`src/rtl/instr_mem_loader.sv`:
```
// -----------------------------------------------------------------------------
// instr_mem_loader
// Takes symbolic MIPS instruction requests from the boot/test host, encodes
// each one into a 32-bit instruction word and writes it to instruction memory
// at consecutive word addresses starting at BASE_ADDR. Only active while the
// core is held off.
//
// Ports
//   i_clk, i_rst_n        clock, asynchronous active-low reset
//   i_start               pulse: open a load session (IDLE only)
//   i_finish              pulse: close the session (ACCEPT only)
//   i_req_valid           request valid
//   o_req_ready           request ready (transfer = valid & ready)
//   i_req_op              symbolic opcode, 0..13 legal, 14..15 illegal
//   i_req_rs/rt/rd        register fields
//   i_req_imm             16-bit immediate (I-format)
//   i_req_target          26-bit jump target
//   o_imem_we             instruction-memory write enable (one cycle per word)
//   o_imem_addr           write word address
//   o_imem_wdata          encoded instruction word
//   o_busy                high outside IDLE
//   o_done                one-cycle pulse when a session ends
//   o_full                sticky: last address of the memory was written
//   o_error               sticky: an illegal op was accepted
//   o_count               words written in this session
//
// state  | meaning
// -------+---------------------------------------------------------------
// IDLE   | waiting for i_start
// ACCEPT | ready for a request unless i_finish is high
// WRITE  | registered word is on the write port for exactly one cycle
// DONE   | o_done pulse, back to IDLE next cycle
// -----------------------------------------------------------------------------
module instr_mem_loader #(
  parameter int ADDR_W    = 8,
  parameter int BASE_ADDR = 0
) (
  input  logic              i_clk,
  input  logic              i_rst_n,
  input  logic              i_start,
  input  logic              i_finish,
  input  logic              i_req_valid,
  output logic              o_req_ready,
  input  logic [3:0]        i_req_op,
  input  logic [4:0]        i_req_rs,
  input  logic [4:0]        i_req_rt,
  input  logic [4:0]        i_req_rd,
  input  logic [15:0]       i_req_imm,
  input  logic [25:0]       i_req_target,
  output logic              o_imem_we,
  output logic [ADDR_W-1:0] o_imem_addr,
  output logic [31:0]       o_imem_wdata,
  output logic              o_busy,
  output logic              o_done,
  output logic              o_full,
  output logic              o_error,
  output logic [ADDR_W:0]   o_count
);

  typedef enum logic [1:0] {
    S_IDLE   = 2'd0,
    S_ACCEPT = 2'd1,
    S_WRITE  = 2'd2,
    S_DONE   = 2'd3
  } state_t;

  localparam logic [ADDR_W-1:0] LP_BASE     = ADDR_W'(BASE_ADDR);
  localparam logic [ADDR_W-1:0] LP_ADDR_MAX = '1;
  localparam logic [ADDR_W:0]   LP_CNT_ONE  = (ADDR_W+1)'(1);

  state_t              r_state;
  logic                r_busy;
  logic                r_we;
  logic                r_done;
  logic                r_full;
  logic                r_error;
  logic [ADDR_W:0]     r_count;
  logic [ADDR_W-1:0]   r_addr;
  logic [31:0]         r_wdata;

  logic [31:0]         w_word;
  logic                w_legal;

  // Encoder: the same opcode/funct map the decoder in the core consumes.
  always_comb begin
    w_word  = 32'h0000_0000;
    w_legal = 1'b1;
    case (i_req_op)
      4'd0:  w_word = {6'b000000, i_req_rs, i_req_rt, i_req_rd, 5'b00000, 6'b100100}; // AND
      4'd1:  w_word = {6'b000000, i_req_rs, i_req_rt, i_req_rd, 5'b00000, 6'b100101}; // OR
      4'd2:  w_word = {6'b000000, i_req_rs, i_req_rt, i_req_rd, 5'b00000, 6'b100000}; // ADD
      4'd3:  w_word = {6'b000000, i_req_rs, i_req_rt, i_req_rd, 5'b00000, 6'b100010}; // SUB
      4'd4:  w_word = {6'b000000, i_req_rs, i_req_rt, i_req_rd, 5'b00000, 6'b101010}; // SLT
      4'd5:  w_word = {6'b000000, i_req_rs, i_req_rt, i_req_rd, 5'b00000, 6'b011100}; // MUL
      4'd6:  w_word = {6'b100011, i_req_rs, i_req_rt, i_req_imm};                     // LW
      4'd7:  w_word = {6'b101011, i_req_rs, i_req_rt, i_req_imm};                     // SW
      4'd8:  w_word = {6'b001000, i_req_rs, i_req_rt, i_req_imm};                     // ADDI
      4'd9:  w_word = {6'b000100, i_req_rs, i_req_rt, i_req_imm};                     // BEQ
      4'd10: w_word = {6'b000010, i_req_target};                                      // J
      4'd11: w_word = {6'b100000, i_req_rs, i_req_rt, i_req_imm};                     // PUSH
      4'd12: w_word = {6'b101000, i_req_rs, i_req_rt, i_req_imm};                     // POP
      4'd13: w_word = 32'h0000_0000;                                                  // NOP
      default: w_legal = 1'b0;
    endcase
  end

  always_ff @(posedge i_clk or negedge i_rst_n) begin
    if (!i_rst_n) begin
      r_state <= S_IDLE;
      r_busy  <= 1'b0;
      r_we    <= 1'b0;
      r_done  <= 1'b0;
      r_full  <= 1'b0;
      r_error <= 1'b0;
      r_count <= '0;
      r_addr  <= LP_BASE;
      r_wdata <= 32'h0000_0000;
    end else begin
      r_we   <= 1'b0;
      r_done <= 1'b0;
      case (r_state)
        S_IDLE: begin
          if (i_start) begin
            r_state <= S_ACCEPT;
            r_busy  <= 1'b1;
            r_addr  <= LP_BASE;
            r_count <= '0;
            r_full  <= 1'b0;
            r_error <= 1'b0;
          end
        end
        S_ACCEPT: begin
          // Finish takes priority; ready is low while it is asserted.
          if (i_finish) begin
            r_state <= S_DONE;
            r_done  <= 1'b1;
          end else if (i_req_valid) begin
            if (w_legal) begin
              r_wdata <= w_word;
              r_we    <= 1'b1;
              r_state <= S_WRITE;
            end else begin
              r_error <= 1'b1;
            end
          end
        end
        S_WRITE: begin
          r_count <= r_count + LP_CNT_ONE;
          // Ending the session at the top address keeps the address from wrapping.
          if (r_addr == LP_ADDR_MAX) begin
            r_full  <= 1'b1;
            r_done  <= 1'b1;
            r_state <= S_DONE;
          end else begin
            r_addr  <= r_addr + 1'b1;
            r_state <= S_ACCEPT;
          end
        end
        S_DONE: begin
          r_busy  <= 1'b0;
          r_state <= S_IDLE;
        end
        default: begin
          r_busy  <= 1'b0;
          r_state <= S_IDLE;
        end
      endcase
    end
  end

  // Ready must drop in the same cycle Finish is raised, so it is decoded
  // combinationally from the state register and i_finish.
  assign o_req_ready  = (r_state == S_ACCEPT) && !i_finish;
  assign o_imem_we    = r_we;
  assign o_imem_addr  = r_addr;
  assign o_imem_wdata = r_wdata;
  assign o_busy       = r_busy;
  assign o_done       = r_done;
  assign o_full       = r_full;
  assign o_error      = r_error;
  assign o_count      = r_count;

endmodule
```
`config.mk`:
```
export PLATFORM = sky130hd
export DESIGN_NAME = instr_mem_loader
export DESIGN_NICKNAME = d
export VERILOG_FILES = /design/src/rtl/instr_mem_loader.sv
export SDC_FILE = /design/constraint.sdc
export NUM_CORES = 1
export LEC_CHECK = 0
export CELL_PAD_IN_SITES_DETAIL_PLACEMENT = 1
export CELL_PAD_IN_SITES_GLOBAL_PLACEMENT = 1
export CORE_UTILIZATION = 29
export DETAILED_ROUTE_END_ITERATION = 10
export PLACE_DENSITY = 0.83
export SYNTH_ARGS = -nofsm -noshare
export SYNTH_HDL_FRONTEND = slang
export SYNTH_SLANG_ARGS = --single-unit
```
`constraint.sdc`:
```
create_clock -name i_clk -period 1.9 [get_ports i_clk]
set_input_delay 0.38 -clock i_clk [delete_from_list [all_inputs] [get_ports i_clk]]
set_output_delay 0.38 -clock i_clk [all_outputs]
set_load 0.1 [all_outputs]
```
==> Word-level counts from Yosys, hierarchy flattened <==
Index checks and enable logic that the tools add are counted.
{ "word_totals": {"register_bits": 56, "out_inout_bits": 55} }
{ "classes": {"addsub": 2, "eq_ne": 25, "mux": 29, "bitwise_logic": 1, "n_reduce_logical": 15} }
{ "op_table": {"columns": ["operator", "n"], "rows": [
  ["$pmux 32 s13", 1],
  ["$eq 4x4->1 const B", 6],
  ["$pmux 9 s2", 1],
  ["$eq 4x3->1 const B", 4],
  ["$mux 8", 2],
  ["$pmux 8 s2", 1],
  ["$reduce_or 14->1", 1],
  ["$mux 1", 13],
  ["$ne 2x2->1 const B", 6],
  ["$mux 2", 5],
  ["$add 9x1->9 const B", 1],
  ["$mux 9", 1],
  ["$reduce_and 3->1", 3],
  ["$add 8x1->8 const B", 1],
  ["$eq 4x2->1 const B", 2],
  ["$eq 8x8->1 const B", 1],
  ["$pmux 1 s2", 4],
  ["$pmux 2 s4", 1],
  ["$ne 3x3->1 const B", 2],
  ["$reduce_bool 2->1", 3],
  ["$reduce_and 5->1", 1],
  ["$eq 2x2->1 const B", 2],
  ["$eq 4x1->1 const B", 1],
  ["$logic_not 4->1", 1],
  ["other kinds (7)", 8]
]} }

==> Logic depth before layout (Yosys ltp) <==
Gate-level depths: netlist (run 1).
{ "logic_depth": {"depth_word": 7, "ltp_mapped": 8} }

==> Worst setup path after synthesis (run 1) <==
Ideal clock, no wire load.
{ "synth_path": {"path_type": "reg-to-reg", "start": "register r_state[1]", "end": "register r_wdata[11], in the netlist o_imem_wdata[11]", "arrival_ns": 2.352, "slack_ns": -0.578, "stages_incl_launch_ff": 8, "path_buffers": 2, "period_less_slack_ns": 2.478, "path_cell_list": "dfrtp_1 inv_1 ha_1 and2b_1 nand3_1 buf_2 clkbuf_1 a221o_1"} }
{ "synth_via": {"elab_chain_len": 2} }
{ "synth_rtl": {"columns": ["element", "line_no", "text"], "rows": [
  ["start, declared", "71", "state_t r_state;"],
  ["start signal, assigned", "109", "r_state <= S_IDLE;"],
  ["start signal, assigned", "124", "r_state <= S_ACCEPT;"],
  ["start signal, assigned", "135", "r_state <= S_DONE;"],
  ["$eq 2x1->1", "121", "case (r_state)"],
  ["$reduce_and 4->1 (no source line)", null, null],
  ["end signal, assigned", "139", "r_wdata <= w_word;"],
  ["end, declared", "79", "logic [31:0] r_wdata;"]
]} }
Every way passes these cells.
A chain may end at the register's enable or synchronous reset.

==> Final worst setup path (run 1) <==
{ "layout_path": {"start": "register r_state[0]", "end": "output o_req_ready"} }
{ "layout_via": {"elab_chain_len": 2} }
{ "layout_rtl": {"columns": ["element", "line_no", "text"], "rows": [
  ["$eq 2x1->1", "173", "assign o_req_ready = (r_state == S_ACCEPT) && !i_finish;"],
  ["$logic_and 1x1->1", "173", null],
  ["end, declared", "43", "output logic o_req_ready,"]
]} }
Every way passes these cells.

==> metrics.cfg, run 1 <==
[outcome]
status=completed

[routing]
drc=0
finalWirelength_mm=9.81
drt_first_pass_iters=4
wl_per_cell_um=16.2
ant_nets=0
dr.first_iter.drc_count=106
viasPerCell=5.12
routed-via-count=3098

[clock_tree]
cts-htree-levels=2
clock-sinks=55
cts_root_buf=sky130_fd_sc_hd__clkbuf_8
clock_latency_ns=0.30
path_clk_slew_ns=0.10
cts-root-to-sink-buffers=2
tritoncts=done
numCtsBuffers=5

[hold_path]
holdCritPathClass=primary input to asynchronous set/reset pin

[logic_synthesis]
synth_top_flop_cell=sky130_fd_sc_hd__dfrtp_1
synth_enable_flop_cells=0
syn_area_per_cell_um2=9.27
yosysUniqueCellTypes=53
synth_top_cells_by_area=sky130_fd_sc_hd__dfrtp_1 46%, sky130_fd_sc_hd__o21ai_0 5.1%, sky130_fd_sc_hd__nand2_1 5.1%, sky130_fd_sc_hd__a22oi_1 4.5%, sky130_fd_sc_hd__a221o_1 3.3%
asyncSetResetFlopFracSynth_pct=100
netlist_top_cells_count=55 x sky130_fd_sc_hd__dfrtp_1, 41 x sky130_fd_sc_hd__nand2_1, 31 x sky130_fd_sc_hd__o21ai_0
synth_top_cell_area_share_pct=45.7
synth_most_common_cell=sky130_fd_sc_hd__dfrtp_1
synth_cells=325
syn_area_um2=3010
synthDominantAreaCellType=sky130_fd_sc_hd__dfrtp_1
synth-seq-cells=55
ys_warn_count=0
synth_nets=397
ys_seq_area_share_pct=45.7

[flow_run]
maxCapViolCount=0

[floorplan]
rows=36
i_o_pin_total=121
die_height_um=104
die_w_um=104
design.core.area_um2=9910
die_area_um2=10800
start_util_pct=30.4

[placed_design]
place_congestion=0.814
dpl.hpwl_mm=7.69
port-buffer-count=119
place.detailed.instances=593
post-place-ws_ns=-0.207
placedInstanceArea_um2=4880

[power]
power.leakage_nw=2.21
power_density_nw_per_um2=1640
vdd.ir_drop.worst_v=0.000672

[sta]
post-route-min-period_ns=1.83
timing_worst_slew_pin_value_ns=0.514
fin_crit_sh_pct=96.3
postLayoutSetupSlackWorst_ns=0.0694
finalClockSkew_ns=0.00886
grt_setup_unrepaired=false
max_freq_ghz=0.546
report.final.slew_viol_count=0
final-setup-viol-count=0
relSlewSlack_pct=65.8
timing_hold_violations_final=0

[critical_path]
critPathCaptureType=output pin
critPathKind=flip-flop to output pin
timing.critical_path.from_type=flip-flop
crit_path_dat_ns=1.45
critical_path_required_ns=1.52
critical_path.max_fanout=3

[finish]
area_growth_syn_to_layout_pct=67.5
number_of_diodes=0
fin_cells=605
nets=543
finalCoreUtilization_pct=51.0
final_area_um2=5050
drive_gt1_share_pct=27.1

[global_routing]
grtUsageMet1_pct=21.9
grt_start_max_net_pins=56
via_count_of_the_first_global_routing_pass=3368
grt_antenna_before_repair=0
overflow=0
total_global_route_track_usage_pct=18.8
met3_track_usage_gr_pct=3.76
first_pass_grt_wire_length_mm=16.7
grt_met2_use_pct=35.4
globalRoute.busiestLayer=met2

## layer usage
layer	up-vias	part of all wire, %	wire (µm)
met5	-	0	0
met4	0	0.73	72
met3	6	3.5	344
met2	74	54	5270
met1	1534	42	4130
li1	1484	-	-
## sequential cells by signal (all words and copies together) (netlist names)
register	count
o_busy	1
o_count	9
o_done	1
o_error	1
o_full	1
o_imem_addr	8
o_imem_wdata	31
o_imem_we	1
r_state	2
## cell families (layout without fill, tap and decap cells)
logic type               Yosys count  in the layout  synth area share, %
AND/OR/NAND/NOR                  110            110                 18.3
AO/OA/AOI/OAI                    107            107                 24.3
flip-flops                        55             55                 45.7
buffers and inverters             33            180                 5.02
XOR/XNOR                           8              8                 2.32
adder cells (fa/ha/maj)            6              6                 2.49
multiplexers                       5              5                 1.83
other                              1              1                0.124
## area by class of cell
| type | count | area [µm²] |
|---|---|---|
| clock buffers | 6 | 82.6 |
| repair buffers | 161 | 1810 |
| flip-flops and latches | 55 | 1390 |
| well taps | 133 | 166 |
| multi-input cells | 237 | 1520 |
| fillers | 1118 | 4860 |
| inverters | 11 | 41.3 |
| clock inverters | 2 | 35.0 |
## critical path, stage by stage (launching register included)
cell                      delay [ns]
sky130_fd_sc_hd__dfrtp_1        0.41
sky130_fd_sc_hd__buf_6          0.13
sky130_fd_sc_hd__ha_4           0.15
sky130_fd_sc_hd__and2b_4        0.17
sky130_fd_sc_hd__buf_6          0.12
sky130_fd_sc_hd__buf_12         0.15
## per-stage QoR
| stage | total power [W] | TNS, ns | hold WS, ns |
|---|---|---|---|
| CTS | 0.00832 | 0 | 0.0679 |
| detailed placement | 0.00746 | -4.08 | 0.407 |
| finish | 0.00829 | 0 | 0.0668 |
| global route | 0.00864 | 0 | 0.0798 |
| floorplan | 0.00550 | 0 | 0.0844 |
| global placement | 0.00733 | -2.10 | 0.407 |
## what timing repair did
item,in CTS,in global routing
pin swaps,0,2
buffers inserted,1,3
setup endpoints to repair,1,6
resized for setup,1,3
hold buffers,0,0
## cells in the final DEF, fill, tap and decap left out, types with 2 or more instances in the layout
master,netlist,final
sky130_fd_sc_hd__clkdlybuf4s50_1,0,64
sky130_fd_sc_hd__buf_4,2,59
sky130_fd_sc_hd__dfrtp_1,55,45
sky130_fd_sc_hd__nand2_1,41,41
sky130_fd_sc_hd__buf_12,0,35
sky130_fd_sc_hd__o21ai_0,31,31
sky130_fd_sc_hd__nor2_1,19,19
sky130_fd_sc_hd__a22oi_1,18,18
sky130_fd_sc_hd__a21oi_1,14,13
sky130_fd_sc_hd__inv_1,11,10
sky130_fd_sc_hd__a221o_1,10,10
sky130_fd_sc_hd__dfrtp_2,0,10
sky130_fd_sc_hd__and3_1,9,9
sky130_fd_sc_hd__xor2_1,7,7
sky130_fd_sc_hd__or3_1,6,6
sky130_fd_sc_hd__clkbuf_8,0,6
sky130_fd_sc_hd__nand4_1,5,5
sky130_fd_sc_hd__nand3_1,6,5
sky130_fd_sc_hd__ha_1,6,5
sky130_fd_sc_hd__o31ai_1,4,4
sky130_fd_sc_hd__mux2i_1,4,4
sky130_fd_sc_hd__a31oi_1,4,4
sky130_fd_sc_hd__nand2b_1,4,4
sky130_fd_sc_hd__a22o_1,4,4
sky130_fd_sc_hd__nor2b_1,3,3
sky130_fd_sc_hd__nor3_1,3,3
sky130_fd_sc_hd__o2111ai_1,4,3
sky130_fd_sc_hd__o211ai_1,3,3
sky130_fd_sc_hd__a211oi_1,3,3
sky130_fd_sc_hd__or2_2,2,2
sky130_fd_sc_hd__or4_1,2,2
sky130_fd_sc_hd__a41oi_1,2,2
sky130_fd_sc_hd__nand3b_1,2,2
sky130_fd_sc_hd__a21oi_2,1,2
sky130_fd_sc_hd__o21ai_1,2,2
sky130_fd_sc_hd__buf_6,1,2
## final timing paths
kind | end | startpoint | depth (start not counted) | slack, ns
max | o_req_ready | r_state[0]$_DFFE_PN0P_ | 5 | 0.07
min | o_imem_addr[3]$_DFFE_PN0P_ | i_rst_n | 2 | 0.07
max reg2reg | o_imem_addr[5]$_DFFE_PN0P_ | r_state[1]$_DFFE_PN0P_ | 6 | 0.10
min reg2reg | o_imem_wdata[20]$_DFFE_PN0P_ | o_imem_wdata[20]$_DFFE_PN0P_ | 2 | 0.50
max in group asynchronous | o_count[0]$_DFFE_PN0P_ | i_rst_n | 2 | 1.57
min in group i_clk | o_imem_wdata[20]$_DFFE_PN0P_ | o_imem_wdata[20]$_DFFE_PN0P_ | 2 | 0.50
## power breakdown
part	switching, W	internal, W	leakage [nW]
clock network	0.000388	0.000427	0.0612
logic	0.00372	0.00176	1.44
registers	0.000417	0.00157	0.711
total	0.00453	0.00376	2.21
Power figures use the tool's default switching activity.
==> inputs of run 2 (changes only) <==
PLACE_DENSITY = not set   (was 0.83)
PLACE_DENSITY_LB_ADDON = 0.1   (was not set)
==> run 2 against run 1 <==
Effect of this change: clock skew about the same; die area is the same; cell count increased by 0.33%; utilization decreased by 1.0 points; design area is 2.0% lower; critical path depth stayed put; register-to-register slack got worse by 0.03 ns; sequential power is 4% lower; largest cell class unchanged; highest routed layer unchanged.
==> metrics.cfg, run 2 (synthesized netlist as in run 1, its figures left out) <==
[placed_design]
port-buffer-count=119
place_congestion=0.783
place.detailed.instances=597
dpl.hpwl_mm=7.55

[floorplan]
rows=36
die_height_um=104
design.core.area_um2=9910
die_w_um=104
die_area_um2=10800
start_util_pct=30.4
i_o_pin_total=121

[global_routing]
total_global_route_track_usage_pct=18.3
grt_start_max_net_pins=56
grt_antenna_before_repair=0
overflow=0
first_pass_grt_wire_length_mm=16.3
via_count_of_the_first_global_routing_pass=3207

[power]
total_power_w=0.00796
power_density_nw_per_um2=1610
power.leakage_nw=2.18
vdd.ir_drop.worst_v=0.00102

[clock_tree]
cts_root_buf=sky130_fd_sc_hd__clkbuf_8
cts-htree-levels=2
number_of_hold_buffers_added_after_cts=0
cts-root-to-sink-buffers=2
numCtsBuffers=5
tritoncts=done
clock-sinks=55
clock_latency_ns=0.30
path_clk_slew_ns=0.10

[routing]
drc=0
routed-via-count=3108
viasPerCell=5.12
drt_first_pass_iters=4
finalWirelength_mm=9.73
ant_nets=0
dr.first_iter.drc_count=113
wl_per_cell_um=16.0

[finish]
fillerInstances=1131
finalCoreUtilization_pct=49.9
fin_cells=607
number_of_flip_flops_in_the_largest_register=31
layout.cells.most_common=sky130_fd_sc_hd__buf_4
area_growth_syn_to_layout_pct=64.2
nets=545
number_of_diodes=0
drive_gt1_share_pct=27.0
mostFrequentLayoutCells=70 x sky130_fd_sc_hd__buf_4, 64 x sky130_fd_sc_hd__clkdlybuf4s50_1, 45 x sky130_fd_sc_hd__dfrtp_1, 41 x sky130_fd_sc_hd__nand2_1, 31 x sky130_fd_sc_hd__o21ai_0

[sta]
final.setup.tns_ns=0
finalClockSkew_ns=0.00863
max_freq_ghz=0.536
final-setup-viol-count=0
post-route-min-period_ns=1.87
timing_hold_violations_final=0
fin_crit_sh_pct=98.3
report.final.slew_viol_count=0
grt_setup_unrepaired=true

[critical_path]
critPathCaptureType=output pin
r2r.worst_path.cells=7
critical_path.max_fanout=5
critPathKind=flip-flop to output pin
crit_path_start=r_state[0]$_DFFE_PN0P_
critical_path_required_ns=1.52
crit_path_dat_ns=1.49
timing.critical_path.from_type=flip-flop
r2r_setup_slk_ns=0.07
worstReg2RegEnd=o_imem_addr[5]$_DFFE_PN0P_
critical_path.endpoint=o_req_ready
critical_path.reg2reg.startpoint=r_state[0]$_DFFE_PN0P_

[flow_run]
maxCapViolCount=0

[outcome]
status=completed

[hold_path]
holdCritPathClass=primary input to asynchronous set/reset pin

## run 2: cell type report
cell class | count | area [µm²] | area share, %
clock buffers | 6 | 72.6 | 1.47
clock inverters | 2 | 37.5 | 0.758
inverters | 11 | 41.3 | 0.834
multi-input cells | 237 | 1520 | 30.7
flip-flops and latches | 55 | 1390 | 28.1
well taps | 133 | 166 | 3.36
repair buffers | 163 | 1720 | 34.8
## run 2: repair_timing
item	CTS	global route
resized for setup	0	2
setup buffers	0	2
setup endpoints to repair	0	5
## run 2: critical path: stages (launching register included)
cell                      delay, ns
sky130_fd_sc_hd__dfrtp_1       0.40
sky130_fd_sc_hd__buf_6         0.14
sky130_fd_sc_hd__ha_4          0.16
sky130_fd_sc_hd__and2b_4       0.17
sky130_fd_sc_hd__buf_4         0.15
sky130_fd_sc_hd__buf_12        0.16
## run 2: how the worst min path moves through the flow
stage                     cells past startpoint                      endpoint  startpoint  slack [ns]
final                                         2    o_imem_addr[5]$_DFFE_PN0P_     i_rst_n        0.06
after global routing                          2  o_imem_wdata[13]$_DFFE_PN0P_     i_rst_n        0.07
after CTS                                     2  o_imem_wdata[13]$_DFFE_PN0P_     i_rst_n        0.07
after detailed placement                      2    o_imem_addr[5]$_DFFE_PN0P_     i_rst_n        0.41
after global placement                        2    o_imem_addr[3]$_DFFE_PN0P_     i_rst_n        0.41
after floorplan                               0            o_busy$_DFFE_PN0P_     i_rst_n        0.08
## run 2: stage by stage
step | area, µm² | setup WS, ns | hold WS, ns
after floorplan | 3060 | 0.00731 | 0.0844
after global placement | 4810 | -0.106 | 0.408
after detailed placement | 4810 | -0.197 | 0.408
after CTS | 4920 | 0.000588 | 0.0709
after global routing | 4950 | -0.0147 | 0.0723
final | 4950 | 0.0326 | 0.0586
## run 2: metal layers
metal,vias to the layer above,global-route usage (%),part of all wire [%]
met1,1526,23.3,46
met2,90,31.7,48
met4,0,3.37,0.93
met5,-,0,0
li1,1486,-,-
met3,6,4.07,5.2
## run 2: power by group
group | internal, W | switching (W) | leakage (nW)
registers | 0.00157 | 0.000339 | 0.711
clock network | 0.000394 | 0.000395 | 0.0514
logic | 0.00152 | 0.00374 | 1.42
